### src/rtl/panel_bus_sequencer.sv
// panel_bus_sequencer
//   Front-panel controller that shares one memory bus between a CPU and
//   the operator panel. While running (or single-stepping) the CPU bus is
//   passed straight through to memory; otherwise the panel owns the bus
//   and can examine/deposit memory, and it can pulse the CPU reset.
//
// Ports
//   clk, reset            : clock, synchronous active-high reset
//   cmd[7:0]              : one-cycle command pulses (bit0 RESET, 1 STOP,
//                           2 RUN, 3 STEP, 4 EXAMINE, 5 EXAMINE_NEXT,
//                           6 DEPOSIT, 7 DEPOSIT_NEXT)
//   sw_data               : address/data toggle switches (data in [7:0])
//   cpu_req/we/addr/wdata : CPU memory request, held until cpu_ack
//   cpu_ack/cpu_rdata     : CPU completion pulse and read data
//   mem_req/we/addr/wdata : memory request side
//   mem_ack/mem_rdata     : memory completion pulse and read data
//   cpu_reset             : CPU reset output
//   led_run/led_wait      : RUN and WAIT lamps
//   led_addr/led_data     : address and data lamps
module panel_bus_sequencer #(
  parameter int ADDR_W  = 16,
  parameter int RST_CYC = 4
) (
  input  logic              clk,
  input  logic              reset,
  input  logic [7:0]        cmd,
  input  logic [ADDR_W-1:0] sw_data,
  input  logic              cpu_req,
  input  logic              cpu_we,
  input  logic [ADDR_W-1:0] cpu_addr,
  input  logic [7:0]        cpu_wdata,
  output logic              cpu_ack,
  output logic [7:0]        cpu_rdata,
  output logic              mem_req,
  output logic              mem_we,
  output logic [ADDR_W-1:0] mem_addr,
  output logic [7:0]        mem_wdata,
  input  logic              mem_ack,
  input  logic [7:0]        mem_rdata,
  output logic              cpu_reset,
  output logic              led_run,
  output logic              led_wait,
  output logic [ADDR_W-1:0] led_addr,
  output logic [7:0]        led_data
);

  localparam int CNT_W = (RST_CYC > 1) ? $clog2(RST_CYC) : 1;
  localparam logic [CNT_W-1:0] RST_LOAD = CNT_W'(RST_CYC - 1);

  typedef enum logic [2:0] {
    ST_STOPPED,
    ST_RUNNING,
    ST_STEP,
    ST_P_RD,
    ST_P_WR,
    ST_P_RST
  } state_t;

  state_t              r_state;
  state_t              w_state_next;
  logic [ADDR_W-1:0]   r_led_addr;
  logic [7:0]          r_led_data;
  logic                r_mem_req;
  logic                r_mem_we;
  logic [ADDR_W-1:0]   r_mem_addr;
  logic [7:0]          r_mem_wdata;
  logic                r_stop_pend;
  logic                r_rst_pend;
  logic [CNT_W-1:0]    r_rst_cnt;
  logic                r_led_run;
  logic                r_led_wait;
  logic                r_cpu_reset;

  // Keep only the lowest-numbered set command bit.
  logic [7:0] w_cmd_sel;
  logic [7:0] w_lower;
  assign w_lower[0] = 1'b0;
  for (genvar gi = 0; gi < 8; gi++) begin : g_cmd_pri
    assign w_cmd_sel[gi] = cmd[gi] & ~w_lower[gi];
    if (gi < 7) begin : g_chain
      assign w_lower[gi+1] = w_lower[gi] | cmd[gi];
    end
  end

  logic w_c_reset, w_c_stop, w_c_run, w_c_step;
  logic w_c_exam, w_c_exnext, w_c_dep, w_c_depnext;
  assign {w_c_depnext, w_c_dep, w_c_exnext, w_c_exam,
          w_c_step, w_c_run, w_c_stop, w_c_reset} = w_cmd_sel;

  logic w_pass;      // CPU bus routed to memory
  logic w_panel;     // panel-owned memory access in flight
  logic w_open;      // memory transaction outstanding after this cycle
  logic w_done;      // memory transaction completes this cycle
  logic w_rst_want;  // panel RESET requested now or earlier
  logic [ADDR_W-1:0] w_addr_tgt;

  assign w_pass     = (r_state == ST_RUNNING) || (r_state == ST_STEP);
  assign w_panel    = (r_state == ST_P_RD) || (r_state == ST_P_WR);
  assign w_open     = w_pass ? (cpu_req & ~mem_ack) : (w_panel & ~mem_ack);
  assign w_done     = w_pass ? (cpu_req & mem_ack) : (w_panel & mem_ack);
  assign w_rst_want = w_c_reset | r_rst_pend;
  assign w_addr_tgt = w_c_exam ? sw_data :
                      w_c_dep  ? r_led_addr : (r_led_addr + ADDR_W'(1));

  always_ff @(posedge clk) begin
    if (reset) r_state <= ST_STOPPED;
    else       r_state <= w_state_next;
  end

  always_comb begin
    w_state_next = r_state;
    case (r_state)
      ST_STOPPED: begin
        if (w_c_reset)                    w_state_next = ST_P_RST;
        else if (w_c_run)                 w_state_next = ST_RUNNING;
        else if (w_c_step)                w_state_next = ST_STEP;
        else if (w_c_exam || w_c_exnext)  w_state_next = ST_P_RD;
        else if (w_c_dep || w_c_depnext)  w_state_next = ST_P_WR;
      end
      ST_RUNNING: begin
        if (w_rst_want) begin
          if (!w_open) w_state_next = ST_P_RST;
        end else if ((w_c_stop || r_stop_pend) && !w_open) begin
          w_state_next = ST_STOPPED;
        end
      end
      ST_STEP: begin
        if (w_rst_want) begin
          if (!w_open) w_state_next = ST_P_RST;
        end else if (w_done || (w_c_stop && !w_open)) begin
          w_state_next = ST_STOPPED;
        end
      end
      ST_P_RD, ST_P_WR: begin
        if (mem_ack) w_state_next = w_rst_want ? ST_P_RST : ST_STOPPED;
      end
      ST_P_RST: begin
        // A fresh RESET command restarts the hold window.
        if (!w_c_reset && (r_rst_cnt == '0)) w_state_next = ST_STOPPED;
      end
      default: w_state_next = ST_STOPPED;
    endcase
  end

  always_ff @(posedge clk) begin
    if (reset) begin
      r_led_addr  <= '0;
      r_led_data  <= '0;
      r_mem_req   <= 1'b0;
      r_mem_we    <= 1'b0;
      r_mem_addr  <= '0;
      r_mem_wdata <= '0;
      r_stop_pend <= 1'b0;
      r_rst_pend  <= 1'b0;
      r_rst_cnt   <= '0;
      r_led_run   <= 1'b0;
      r_led_wait  <= 1'b1;
      r_cpu_reset <= 1'b1;
    end else begin
      r_led_run   <= (w_state_next == ST_RUNNING);
      r_led_wait  <= !((w_state_next == ST_RUNNING) || (w_state_next == ST_STEP));
      r_cpu_reset <= (w_state_next == ST_P_RST);
      // STOP/RESET seen during an open transaction are remembered until it ends.
      r_stop_pend <= (r_state == ST_RUNNING) && (w_c_stop || r_stop_pend) && w_open;
      r_rst_pend  <= w_rst_want && w_open;

      if ((r_state == ST_STOPPED) &&
          ((w_state_next == ST_P_RD) || (w_state_next == ST_P_WR))) begin
        r_led_addr  <= w_addr_tgt;
        r_mem_addr  <= w_addr_tgt;
        r_mem_req   <= 1'b1;
        r_mem_we    <= (w_state_next == ST_P_WR);
        r_mem_wdata <= sw_data[7:0];
      end

      if (w_panel && mem_ack) begin
        r_mem_req  <= 1'b0;
        r_led_data <= r_mem_we ? r_mem_wdata : mem_rdata;
      end

      if (w_pass && w_done) begin
        r_led_addr <= cpu_addr;
        r_led_data <= cpu_we ? cpu_wdata : mem_rdata;
      end

      // Entering or staying in P_RST overrides any lamp capture above.
      if (w_state_next == ST_P_RST) begin
        if ((r_state != ST_P_RST) || w_c_reset) r_rst_cnt <= RST_LOAD;
        else                                    r_rst_cnt <= r_rst_cnt - CNT_W'(1);
        r_led_addr <= '0;
        r_led_data <= '0;
      end
    end
  end

  assign mem_req   = w_pass ? cpu_req   : r_mem_req;
  assign mem_we    = w_pass ? cpu_we    : r_mem_we;
  assign mem_addr  = w_pass ? cpu_addr  : r_mem_addr;
  assign mem_wdata = w_pass ? cpu_wdata : r_mem_wdata;
  assign cpu_ack   = w_pass ? mem_ack   : 1'b0;
  assign cpu_rdata = w_pass ? mem_rdata : 8'h00;
  assign cpu_reset = r_cpu_reset;
  assign led_run   = r_led_run;
  assign led_wait  = r_led_wait;
  assign led_addr  = r_led_addr;
  assign led_data  = r_led_data;

endmodule

### config.mk
export PLATFORM = sky130hd
export DESIGN_NAME = panel_bus_sequencer
export DESIGN_NICKNAME = d
export VERILOG_FILES = /design/src/rtl/panel_bus_sequencer.sv
export SDC_FILE = /design/constraint.sdc
export NUM_CORES = 1
export LEC_CHECK = 0
export CORE_AREA = 2 2 92 94
export DETAILED_ROUTE_END_ITERATION = 10
export DIE_AREA = 0 0 94 96
export GPL_TIMING_DRIVEN = 0
export HOLD_SLACK_MARGIN = 0.15
export PLACE_DENSITY = 0.81
export SETUP_SLACK_MARGIN = 0.15
export SYNTH_ARGS = -nofsm -noshare
export SYNTH_HDL_FRONTEND = slang
export SYNTH_SLANG_ARGS = --single-unit
### constraint.sdc
create_clock -name clk -period 2.3 [get_ports clk]
set_clock_uncertainty 0.15 [all_clocks]
set_input_delay 0.23 -clock clk [delete_from_list [all_inputs] [get_ports clk]]
set_output_delay 0.23 -clock clk [all_outputs]
set_load 0.01 [all_outputs]
Yosys cells after proc, flatten, opt, wreduce, memory -nomap -nowiden
Cells that the tools add are included.
- bitwise logic cells: 26
- eq/ne operators: 11
- multiplexer cells: 31
- $add $sub $neg: 2
- reduce and logical (&&, ||, !) cells: 28
- operators by type and width (cell ; count):
    2-to-1 mux 16 bit ; 5
    2-to-1 mux 8 bit ; 6
    2-to-1 mux 3 bit ; 13
    adder 16 x 1 -> 16 bit, second input constant ; 1
    case mux 3 bit (5 select lines) ; 1
    == test 3 x 2 -> 1 bit, second input constant ; 4
    == test 3 bit, second input constant ; 4
    AND 1 bit ; 11
    logical AND 1 bit ; 9
    logical OR 1 bit ; 9
    inverter 1 bit ; 8
    bitwise OR 1 bit ; 7
    == test 3 x 1 -> 1 bit, second input constant ; 2
    OR reduction 2 bit ; 3
    2-to-1 mux 1 bit ; 5
    nonzero test 2 bit ; 2
    logical NOT 1 bit ; 3
    logical NOT 3 bit ; 1
    inequality test 3 bit, second input constant ; 1
    logical NOT 2 bit ; 1
    2-to-1 mux 2 bit ; 1
    subtractor 2 x 1 -> 2 bit, second input constant ; 1
- register bits after elaboration: 60
- output and inout bits: 62
- word-level logic and storage cells: 111

Depth between registers and ports, before layout
Gate-level depths: netlist of the first run.
- word-level depth: 20
- depth in mapped cells: 9
- gate-level depth less buffers: 8

Least setup slack after synthesis of the first run
No wires, ideal clock.
- path type: reg-to-output
- start: register r_state[1]
- end: output port mem_addr[10]
- cell stages (with the launch flop): 5
- setup slack: 0.395 ns
- buffers on the path: 1
- arrival time: 1.525 ns
- data required time: 1.920 ns
- cells stage by stage: dfxtp_1 -> nand2b_1 -> a21oi_4 -> clkbuf_1 -> mux2_2
- longest elaborated chain between the ends: 3
- elaborated cells between the ends (all ways): 4
- those cells by class: eq/ne (2); mux (1); reduce/logical (1)
- RTL lines (item ; line ; text):
    start, declared ; 59 ; state_t r_state;
    start signal, assigned ; 107 ; else r_state <= w_state_next;
    == test 3 x 1 -> 1 bit or == test 3 x 2 -> 1 bit (tied branches) ; 97 ; assign w_pass = (r_state == ST_RUNNING) || (r_state == ST_STEP);
    logical OR 1 bit * ; 97 ;
    2-to-1 mux 16 bit * ; 198 ; assign mem_addr = w_pass ? cpu_addr : r_mem_addr;
    end, declared ; 36 ; output logic [ADDR_W-1:0] mem_addr,
Mark *: on every way between the ends. The rest lies on a longest branch, timed or not.

Final worst setup path of the first run
- start: register r_state[0]
- end: output port mem_wdata[6]
- longest elaborated chain between the ends: 3
- elaborated cells between the ends (all ways): 4
- those cells by class: eq/ne (2); mux (1); reduce/logical (1)
- RTL lines (item ; line ; text):
    == test 3 x 1 -> 1 bit or == test 3 x 2 -> 1 bit (tied branches) ; 97 ;
    logical OR 1 bit * ; 97 ;
    2-to-1 mux 8 bit * ; 199 ; assign mem_wdata = w_pass ? cpu_wdata : r_mem_wdata;
    end, declared ; 37 ; output logic [7:0] mem_wdata,
Marked as above.

==> results of run 1 <==
-- cell type report --
cell class                      count  area share (%)
Clock inverter                      4           0.852
Clock buffer                       12            2.78
Buffer                             31            4.37
Multi-Input combinational cell    341            43.0
Timing Repair Buffer              140            24.6
Tap cell                          105            2.35
Sequential cell                    60            21.6
Inverter                            6           0.403
-- sequential cells by signal, summed over array words and instances, names as in the netlist --
register,flops
led_run,1
r_rst_cnt,2
r_rst_pend,1
led_wait,1
r_state,3
r_mem_we,1
led_addr,16
r_mem_req,1
r_mem_addr,16
r_stop_pend,1
r_mem_wdata,8
led_data,8
cpu_reset,1
-- logic make-up (layout without fill, tap and decap cells) --
logic type      after synthesis  in the layout  synth area share [%]
simple gates                173            173                  22.6
fa+ha+maj                     3              3                 0.964
flops                        60             60                  33.1
xor+xnor                     16             16                  3.86
buf+inv                      38            193                  5.34
mux                          42             42                  12.5
compound gates              107            107                  21.8
-- per-stage QoR --
step / instance area, µm² / power (mW)
2_1_floorplan: 3630 / 1.95
3_3_place_gp: 4950 / 2.50
5_1_grt: 5580 / 4.04
6_report: 5580 / 3.87
3_5_place_dp: 4950 / 2.53
4_1_cts: 5410 / 3.70
-- worst max-delay path, delay by kind of cell (launching register included) --
kind | cells | cell delay (ns)
buffers and inverters | 4 | 0.52
AOI/OAI and AO/OA | 1 | 0.18
muxes | 1 | 0.30
and+or+nand+nor | 1 | 0.16
DFF | 1 | 0.37
-- cell usage after synthesis, types with 2 or more instances --
master	number	area, µm²
o21ai_0	2	10.0
mux2_2	26	293
clkbuf_1	16	60.1
a31oi_1	6	37.5
or2_2	2	12.5
nor3_1	5	25.0
buf_2	8	40.0
and3_1	4	25.0
nand4_1	4	25.0
buf_6	5	56.3
dfxtp_1	60	1200
nor2b_1	2	12.5
a21oi_1	40	200
inv_2	2	7.51
a31oi_2	12	150
a211oi_1	6	45.0
nand2b_1	5	31.3
nand3_1	28	140
o31ai_1	4	30.0
o211ai_2	2	25.0
mux2i_1	16	160
nand2_1	70	263
nor2_1	32	120
o22ai_1	8	50.1
ha_1	2	25.0
a211o_1	7	61.3
xnor2_1	9	78.8
buf_1	2	7.51
nand3b_1	3	22.5
xor2_1	7	61.3
inv_1	4	15.0
and2_1	10	62.6
o211ai_1	8	60.1
-- power groups by stage --
| stage | sequential [mW] | combinational, mW | clock, mW |
|---|---|---|---|
| final | 1.20 | 1.69 | 0.981 |
| after floorplan | 1.22 | 0.731 | 0 |
| after detailed placement | 1.21 | 1.32 | 0 |
| after global placement | 1.21 | 1.29 | 0 |
| after global routing | 1.21 | 1.78 | 1.05 |
| after CTS | 1.19 | 1.52 | 0.986 |
-- metal layers --
metal  global-route usage [%]  wire (µm)  vias up
met3                     4.62       1040       37
met5                        0          0        -
li1                         -          -     1876
met4                     14.7        319        0
met2                     47.4       6480      231
met1                     33.7       5250     1987
-- final timing paths --
path,start,to,slack (ns),cells past startpoint
setup / recovery,r_state[0],mem_wdata[6],0.05,7
hold / removal,r_mem_addr[5],r_mem_addr[5],0.30,2
hold reg to reg,r_mem_addr[5],r_mem_addr[5],0.30,2
setup reg to reg,r_rst_cnt[0],led_addr[3],0.20,9
-- repair_timing --
action	CTS	global route
buffers inserted	11	6
endpoints found under the setup margin	80	77
hold buffers	2	0
hold endpoints to repair	2	0
gates resized for setup	194	47
cloned	2	1
pin swaps	2	6
==> results.toml, run 1 <==
[timing]
fin_crit_ns = 2.25
max_slew_margin_pct = 53.2
setup_tns_ns = 0
grt_setup_unrepaired = "yes"
worstMarginPinSlew_ns = 0.702
period_share_pct = 98.0
setup_slack_ns = 0.0460
hold_viol = 0
timing.fmax_mhz = 444
whs_ns = 0.305
maxSlewViolCount = 0
setup_viol = 0

[die]
start_util_pct = 45.1
num_rows = 33
fp.dieW_um = 94
fp.coreArea_um2 = 8050
die_h_um = 96
boundaryPins = 123
die_area_um2 = 9020

[yosys]
syn_avg_cell_area_um2 = 8.28
synth_edf_count = 0
synthesis.area_um2 = 3630
syn-num-nets = 502
ys_warn_count = 0
async_flop_share_pct = 0
ys_ff_latch = 60
synthCells = 439
synth.distinct_cells = 55
yosysSeqAreaShare_pct = 33.1
ys.flop_type = "dfxtp_1"

[run_status]
status = "completed"

[clock_tree]
root_buffer = "clkbuf_8"
clock_path_buffers = 2
numCtsBuffers = 9
cts_tree = "built"
clock_latency_ns = 0.35
cts.clk_slew.worst_paths_ns = 0.07
h-tree-depth = 3
cts_sinks = 60

[critical_path]
worst_ep_arrival_time_ns = 1.87
critPathRequiredTime_ns = 1.92
cpMostUsedCell = "buf_6"
critPathKind = "reg2out"
cp-start-kind = "flop"
crit_path_cell_trace = "nand2b_4 -> a21oi_4 -> buf_12 -> buf_6 -> clkbuf_16 -> mux2_4 -> buf_6"
worst_path_max_delay_cell = "dfxtp_4"
slowest_delay_ns = 0.37
cp-end-kind = "output port"
cp_max_fo = 6

[power_and_ir_drop]
pwr-share-clk_pct = 25.3
power_density_nw_per_um2 = 694
p_int_mw = 2.58
swShare_pct = 33.3
pwr-share-comb_pct = 43.7
peakVddDrop_uv = 402
switchingPower_mw = 1.29
leakagePower_nw = 2.14
pwr-share-seq_pct = 31.0

[layout]
fin_nets = 652
diodes = 0
layout_common_cells = "clkdlybuf4s50_1 (80), nand2_1 (69), dfxtp_1 (57)"
nFillCells = 601
final_common_cell = "clkdlybuf4s50_1"
layoutNonFillerInstCount = 699
multi_input_comb_area_um2 = 2400
drive_gt1_share_pct = 27.1
seqCellArea_um2 = 1210
fin_util_pct = 69.3
area_growth_pct = 53.7

[placed_design]
dp_hpwl_mm = 8.70
place.gp.congestion = 0.922
pre_cts_ws_ns = -0.453
dpl.cell_count = 662
port_buffers = 118

[grt]
antenna_found_initial = 0
grt_max_degree = 17
globalRouteOverflowTotal = 0
grt_pass1_wl_mm = 19.7
grt_pass1_vias = 4128
track_usage_pct = 27.8

[detailed_routing]
num_vias = 4131
remaining_drc_errors = 0
dr.first_iter.drc_count = 255
first_pass_iters = 5
avgRoutedWirePerCell_um = 18.7
drt-total-wl_mm = 13.1
drtAntennaViolNets = 0
vias_per_cell = 5.91

[min_path]
holdCritPathClass = "reg2reg"

[job]
maxCapViolations = 0
No activity file was read; power rests on OpenSTA's default activity.
==> run 2, diff against run 1 <==
--- a/config.mk
+++ b/config.mk
@@ -10,7 +10,7 @@
 export DIE_AREA = 0 0 94 96
 export GPL_TIMING_DRIVEN = 0
 export HOLD_SLACK_MARGIN = 0.15
-export PLACE_DENSITY = 0.81
+export PLACE_DENSITY = 0.76
 export SETUP_SLACK_MARGIN = 0.15
 export SYNTH_ARGS = -nofsm -noshare
 export SYNTH_HDL_FRONTEND = slang
==> run 2 against run 1 <==
Against the previous run: register-to-register slack about the same; global-route usage decreased by 1.7 points; total power decreased by 2.2%; largest power group unchanged; flip-flop and latch count unchanged; critical path depth unchanged; maximum frequency decreased by 1.3%; utilization increased by 0.98 points; sequential share of layout area decreased by 0.30 points; wire length decreased by 5.0%; worst setup slack got worse by 0.030 ns; cell area increased by 1.4%; hold slack improved by 0.0024 ns.
==> results.toml, run 2 (synthesis gave the netlist of run 1 again) <==
[run_status]
status = "completed"

[grt]
track_usage_pct = 26.1
grt_max_degree = 17
antenna_found_initial = 0
grt_pass1_wl_mm = 18.3
grt_pass1_vias = 3672
globalRouteOverflowTotal = 0

[layout]
final_area_um2 = 5660
final_common_cell = "clkdlybuf4s50_1"
layout_common_cells = "clkdlybuf4s50_1 (79), nand2_1 (69), dfxtp_1 (57)"
seqCellArea_um2 = 1210
area_growth_pct = 55.8
multi_input_comb_area_um2 = 2450
nFillCells = 640
layoutNonFillerInstCount = 701
fin_nets = 654
diodes = 0
drive_gt1_share_pct = 27.2

[timing]
maxSlewViolCount = 0
period_share_pct = 99.3
fin_crit_ns = 2.28
setup_tns_ns = 0
timing.fmax_mhz = 438
whs_ns = 0.307
setup_slack_ns = 0.0162
worstMarginPinSlew_ns = 0.691
hold_viol = 0
max_slew_margin_pct = 54.0
setup_viol = 0
grt_setup_unrepaired = "yes"

[die]
die_h_um = 96
fp.coreArea_um2 = 8050
start_util_pct = 45.1
fp.dieW_um = 94
die_area_um2 = 9020
boundaryPins = 123
num_rows = 33

[detailed_routing]
remaining_drc_errors = 0
vias_per_cell = 5.61
dr.first_iter.drc_count = 206
first_pass_iters = 5
drtAntennaViolNets = 0
avgRoutedWirePerCell_um = 17.7
drt-total-wl_mm = 12.4
num_vias = 3930

[min_path]
holdCritPathClass = "reg2reg"

[critical_path]
critPathRequiredTime_ns = 1.92
worst_ep_arrival_time_ns = 1.90
critPathKind = "reg2out"
cp-start-kind = "flop"
cp_max_fo = 5
cp-end-kind = "output port"

[job]
maxCapViolations = 0

[placed_design]
placed_area_um2 = 4950
pre_cts_ws_ns = -0.479
dpl.cell_count = 662
dp_hpwl_mm = 8.49
place.gp.congestion = 0.868
port_buffers = 118

[clock_tree]
h-tree-depth = 3
cts_tree = "built"
clock_latency_ns = 0.35
clock_path_buffers = 2
cts.clk_slew.worst_paths_ns = 0.07
numCtsBuffers = 9
root_buffer = "clkbuf_8"
cts_sinks = 60

[power_and_ir_drop]
power_density_nw_per_um2 = 669
peakVddDrop_uv = 368
leakagePower_nw = 2.19
-- run 2: cell count changes in the layout (fill, tap and decap cells not counted), moves of 5 or more --
| cell | change |
|---|---|
| mux2_2 | -8 |
| buf_6 | +7 |
| mux2_4 | +8 |
| buf_4 | -5 |
| buf_2 | -12 |
| buf_8 | +5 |
| clkbuf_2 | +9 |
-- run 2: what timing repair did --
action,CTS,global route
hold buffers,2,0
resized for setup,130,125
setup endpoints to repair,80,80
hold endpoints to repair,2,0
pin swaps,3,9
setup buffers,11,8
gates cloned,2,1
-- run 2: final cells by class --
cell class                      instances  area share, %
Buffer                                 31           4.33
Clock buffer                           11           2.50
Clock inverter                          5          0.486
Inverter                                6          0.398
Multi-Input combinational cell        341           43.2
Sequential cell                        60           21.3
Tap cell                              105           2.32
Timing Repair Buffer                  142           25.4
-- run 2: per-layer routing --
layer  track usage (%)  share of wire, %
met5                 0                 0
met4              9.66               1.7
met3              4.70               6.3
met2              44.4                50
met1              33.1                42
-- run 2: final timing paths --
kind,start,end,slack (ns),cells after the start
setup / recovery,r_state[0],mem_addr[7],0.02,7
setup reg to reg,r_state[0],r_mem_addr[5],0.20,10
hold / removal,r_mem_addr[4],r_mem_addr[4],0.31,2
hold reg to reg,r_mem_addr[4],r_mem_addr[4],0.31,2
-- run 2: report_power, final --
group,internal (mW),switching [mW],leakage (nW)
Clock,0.413,0.441,0.0889
Sequential,1.13,0.0668,0.488
Combinational,0.946,0.798,1.61
-- run 2: per-stage QoR --
step	total power, mW	util (%)
global placement	2.51	61.4
finish	3.79	70.3
CTS	3.47	65.8
floorplan	1.95	-
global route	3.94	70.3
detailed placement	2.53	61.4
-- run 2: worst max-delay path, stage by stage (launching register included) --
cell	delay, ns
dfxtp_4	0.36
nand2b_4	0.15
a21oi_4	0.21
buf_6	0.15
buf_6	0.11
buf_8	0.13
mux2_4	0.31
buf_6	0.13
==> run 3, diff against run 2 <==
--- a/config.mk
+++ b/config.mk
@@ -5,10 +5,10 @@
 export SDC_FILE = /design/constraint.sdc
 export NUM_CORES = 1
 export LEC_CHECK = 0
+export ABC_CLOCK_PERIOD_IN_PS = 2300
 export CORE_AREA = 2 2 92 94
 export DETAILED_ROUTE_END_ITERATION = 10
 export DIE_AREA = 0 0 94 96
-export GPL_TIMING_DRIVEN = 0
 export HOLD_SLACK_MARGIN = 0.15
 export PLACE_DENSITY = 0.76
 export SETUP_SLACK_MARGIN = 0.15
==> constraint.sdc (replaced) <==
create_clock -name clk -period 2.3 [get_ports clk]
set_clock_uncertainty 0.15 [all_clocks]
set_input_delay 0.575 -clock clk [delete_from_list [all_inputs] [get_ports clk]]
set_output_delay 0.575 -clock clk [all_outputs]
set_load 0.01 [all_outputs]
==> run 3 against run 2 <==
Against the previous run: global-route usage increased by 4.1 points; count of clock-buffer cells in the layout increased by 1; combinational power increased by 17%; worst setup slack got worse by 0.27 ns; hold slack improved by 0.0045 ns; the run now ends with setup timing left; maximum frequency decreased by 11%; sequential power about the same; clock power increased by 17%; critical path depth unchanged.
==> results.toml, run 3 (synthesis gave the netlist of run 1 again) <==
[die]
fp.coreArea_um2 = 8050
start_util_pct = 45.1
boundaryPins = 123
die_h_um = 96
num_rows = 33
die_area_um2 = 9020
fp.dieW_um = 94

[power_and_ir_drop]
peakVddDrop_uv = 384
leakagePower_nw = 2.48
pwr-share-seq_pct = 28.3
pwr-share-comb_pct = 48.0
pwr-share-clk_pct = 23.7
p_int_mw = 2.80
finalPower_mw = 4.23
power_density_nw_per_um2 = 673
swShare_pct = 33.8
switchingPower_mw = 1.43

[clock_tree]
cts_tree = "built"
root_buffer = "clkbuf_8"
cts.clk_slew.worst_paths_ns = 0.07
numCtsBuffers = 9
h-tree-depth = 3
clock_latency_ns = 0.34
clock_path_buffers = 2
cts_sinks = 60

[grt]
grt_pass1_vias = 4382
grt_max_degree = 33
grt_pass1_wl_mm = 21.3
antenna_found_initial = 0
globalRouteOverflowTotal = 0
track_usage_pct = 30.2

[detailed_routing]
drtAntennaViolNets = 0
dr.first_iter.drc_count = 246
num_vias = 4301
drt-total-wl_mm = 14.2
remaining_drc_errors = 0
avgRoutedWirePerCell_um = 19.1
vias_per_cell = 5.77
first_pass_iters = 5

[run_status]
status = "complete, but fails checks"
violations = "setup timing"

[critical_path]
cp-end-kind = "output port"
critPathKind = "reg2out"
critPathRequiredTime_ns = 1.57
cp-start-kind = "flop"
cp_max_fo = 6
worst_ep_arrival_time_ns = 1.83

[timing]
hold_viol = 0
grt_setup_unrepaired = "yes"
setup_slack_ns = -0.254
fin_crit_ns = 2.55
maxSlewViolCount = 0
worstMarginPinSlew_ns = 0.530
setup_tns_ns = -6.78
period_share_pct = 111
timing.fmax_mhz = 392
setup_viol = 35
max_slew_margin_pct = 64.5

[placed_design]
pre_cts_ws_ns = -0.609
dpl.cell_count = 706
port_buffers = 122
place.gp.congestion = 0.862
dp_hpwl_mm = 8.35

[job]
maxCapViolations = 0

[layout]
area_growth_pct = 72.8
layout_common_cells = "clkdlybuf4s50_1 (77), nand2_1 (69), buf_4 (68)"
fin_util_pct = 78.0
fin_nets = 698
final_common_cell = "clkdlybuf4s50_1"
diodes = 0
layoutNonFillerInstCount = 745
drive_gt1_share_pct = 37.3

[min_path]
holdCritPathClass = "reg2reg"
-- run 3: cell types whose count changed in the layout (fill, tap and decap cells not counted), sizes merged, moves of 2 or more --
cell           before  now
dlygate4sd3         2    0
clkinv              4    2
clkdlybuf4s50      79   77
a21o                1    3
clkdlybuf4s15       0    2
clkbuf             36   17
buf                63  129
dlymetal6s2s        4    0
-- run 3: what timing repair did --
action / in CTS / in global routing
gates resized for setup: 260 / 35
setup buffers: 9 / 5
gates cloned: 7 / 2
pin swaps: 17 / 14
hold buffers: 0 / 0
endpoints found under the hold margin: 0 / 0
endpoints found under the setup margin: 91 / 83
-- run 3: worst max-delay path: stages (launching register included) --
cell      delay [ns]
dfxtp_2         0.35
nand2b_4        0.16
a21oi_4         0.16
buf_6           0.12
buf_12          0.13
buf_16          0.14
mux2_4          0.32
buf_6           0.12
-- run 3: per-stage QoR --
stage	hold WS (ns)	instance area, µm²
floorplan	0.284	3640
global placement	0.292	5440
detailed placement	0.297	5440
CTS	0.308	6120
global route	0.339	6280
finish	0.311	6280
-- run 3: final timing paths --
kind                  from             to  slack [ns]  depth (start not counted)
min reg2reg  r_mem_addr[5]  r_mem_addr[5]        0.31                          2
max             r_state[0]   mem_wdata[5]       -0.25                          7
max reg2reg     r_state[0]   led_addr[13]        0.10                          8
min          r_mem_addr[5]  r_mem_addr[5]        0.31                          2
-- run 3: layout make-up --
| type | count | area (µm²) |
|---|---|---|
| Multi-Input combinational cell | 344 | 2580 |
| Tap cell | 105 | 131 |
| Timing Repair Buffer | 214 | 2130 |
| Clock inverter | 4 | 47.5 |
| Fill cell | 497 | 1770 |
| Clock buffer | 12 | 155 |
| Sequential cell | 60 | 1210 |
| Inverter | 6 | 22.5 |
-- run 3: metal layers --
| layer | GRT usage [%] | vias up | wire length, µm |
|---|---|---|---|
| li1 | - | 1970 | - |
| met5 | 0 | - | 0 |
| met4 | 14.3 | 0 | 550 |
| met2 | 53.9 | 232 | 7100 |
| met1 | 35.8 | 2055 | 5580 |
| met3 | 4.31 | 44 | 978 |
-- run 3: power by group through the flow --
| stage | Sequential, mW | Clock (mW) | Combinational [mW] |
|---|---|---|---|
| 3_5_place_dp | 1.21 | 0 | 1.45 |
| 5_1_grt | 1.20 | 1.04 | 2.13 |
| 3_3_place_gp | 1.21 | 0 | 1.43 |
| 6_report | 1.20 | 1.00 | 2.03 |
| 4_1_cts | 1.19 | 0.993 | 1.91 |
| 2_1_floorplan | 1.22 | 0 | 0.732 |
==> variant: new RTL, flow settings as in run 3 <==
Change the parameter `RST_CYC` from 4 to 16.
--- a/src/rtl/panel_bus_sequencer.sv
+++ b/src/rtl/panel_bus_sequencer.sv
@@ -19,7 +19,7 @@
 //   led_addr/led_data     : address and data lamps
 module panel_bus_sequencer #(
   parameter int ADDR_W  = 16,
-  parameter int RST_CYC = 4
+  parameter int RST_CYC = 16
 ) (
   input  logic              clk,
   input  logic              reset,
Function: changed (Yosys sat finds a counterexample within 10 cycles, from zero or initial values and one cycle with reset high).
==> variant against run 3 <==
The flow still finishes with violations (negative setup slack); final area increased by 2.4%; hold slack improved by 0.0088 ns; sequential share of layout area increased by 0.17 points; worst setup slack improved by 0.050 ns; total power decreased by 3.9%; wire length increased by 3.3%; critical path depth unchanged; sequential cell count increased by 2; synthesized area unchanged; combinational power decreased by 3%; largest cell class unchanged; largest power group unchanged.
==> variant: results (changes against run 3) <==
* Status: finished with violations
* Violated checks: negative setup slack
* Sequential share of the synthesized area at 0.342 (+0.0110)
* Crit Reg-Reg Startpoint: r_state[1]
* # setup viols final at 78 (+120%)
* Peak VDD IR at 0.361 mV (-5.9%)
* Fin nets at 709 (+1.6%)
* Layout cell share with drive strength beyond 1 at 0.374 (+0.000985)
* Met1 usage at 0.368 (+0.00972)
* Overall global routing resource usage at 0.302 (-0.000363)
* Flop2flop setup slack at -0.19 ns (-0.29 ns)
* Met3 GRT Util at 0.0525 (+0.00940)
* Hold endpoint: r_mem_addr[1]
* Commonest cells in the netlist: dfxtp_1 (62), nand2_1 (47), nor2_1 (44), a21oi_1 (31)
* Drt wl/cell at 19.5 um (+2.0%)
* Reg2reg path depth at 10 (+2)
* # fillers at 476 (-4.2%)
* Measured slew at the worst slew-check pin at 0.620 ns (+0.0899 ns)
* Capturing point of the worst reg2reg path: led_addr[5]
* Routed met2 length at 7220 um (+1.7%)
* Vias in the first global route at 4,170 (-4.8%)
* Min-delay src: r_mem_addr[1]
* Routability Congestion at 0.839 (-2.7%)
* TritonCTS Buffers at 9 (unchanged)
* Vias at 4,463 (+3.8%)
* DR iter-0 viols at 289 (+17%)
* Met2 Use GR at 0.521 (-0.0179)
* First-pass GRT wire length at 21,200 um (-0.42%)
* NetSw at 0.00136 W (-4.6%)
* Final setup margin at -0.204 ns (+0.0496 ns)
* Leak at 2.56 nW (+3.4%)
* Post-Place Setup Slack at -0.721 ns (-0.112 ns)
* P_clk at 0.000853 W (-15%)
* Logic pwr share at 0.484 (+0.004)
* Sw Ratio at 0.335 (-0.00239)
* DP HPWL at 8420 um (+0.93%)
* DR WL met3 at 1340 um (+37%)
* Synth area leaders: dfxtp_1 (34%), mux2_2 (7.7%), mux2i_1 (6.9%)
[variant: changes by cell type in the layout (fill, tap and decap cells not counted), moves of 5 or more]
cell      delta
nand3_1      -6
nor3_1      +10
mux2i_1      +7
a31oi_2     -11
buf_6        +5
o211ai_1     -7
a21oi_2      +9
a21oi_1     -20
nor2_1      +11
a211oi_1     -6
inv_1        +6
a211o_1      +9
a31oi_1     +14
nand2_1     -23
[variant: cells by family after synthesis]
group           after synthesis  share of synthesized area
xor+xnor                     17                     0.0410
compound gates               99                      0.187
simple gates                164                      0.216
flops                        62                      0.342
buf+inv                      42                     0.0554
mux                          50                      0.146
fa+ha+maj                     4                     0.0131
[variant: area by class of cell]
class,instances,area [um2],area share
clock buffers,11,141,0.0220
well taps,105,131,0.0204
multi-input cells,337,2570,0.400
flip-flops and latches,62,1250,0.194
repair buffers,225,2280,0.354
inverters,10,37.5,0.00584
clock inverters,4,23.8,0.00370
[variant: timing repair]
item,in CTS,in global routing
setup endpoints to repair,94,95
resized for setup,267,40
pin swaps,45,12
cloned,8,1
buffers inserted,18,3
[variant: critical path, stage by stage (launching register included)]
cell and delay [ns]:
dfxtp_2 0.34, xnor2_2 0.14, nor2_4 0.14, buf_12 0.14, buf_8 0.12, buf_16 0.12
mux2_4 0.30, buf_6 0.12
[variant: per-stage QoR]
| step | setup TNS (ns) | hold WS (ns) | area, um2 | instances |
|---|---|---|---|---|
| finish | -7.78 | 0.320 | 6430 | 754 |
| CTS | -7.21 | 0.312 | 6240 | 750 |
| global route | -12.31 | 0.335 | 6430 | 754 |
| detailed placement | -40.49 | 0.298 | 5480 | 709 |
| global placement | -36.80 | 0.296 | 5480 | 709 |
| floorplan | -2.05 | 0.284 | 3690 | 438 |
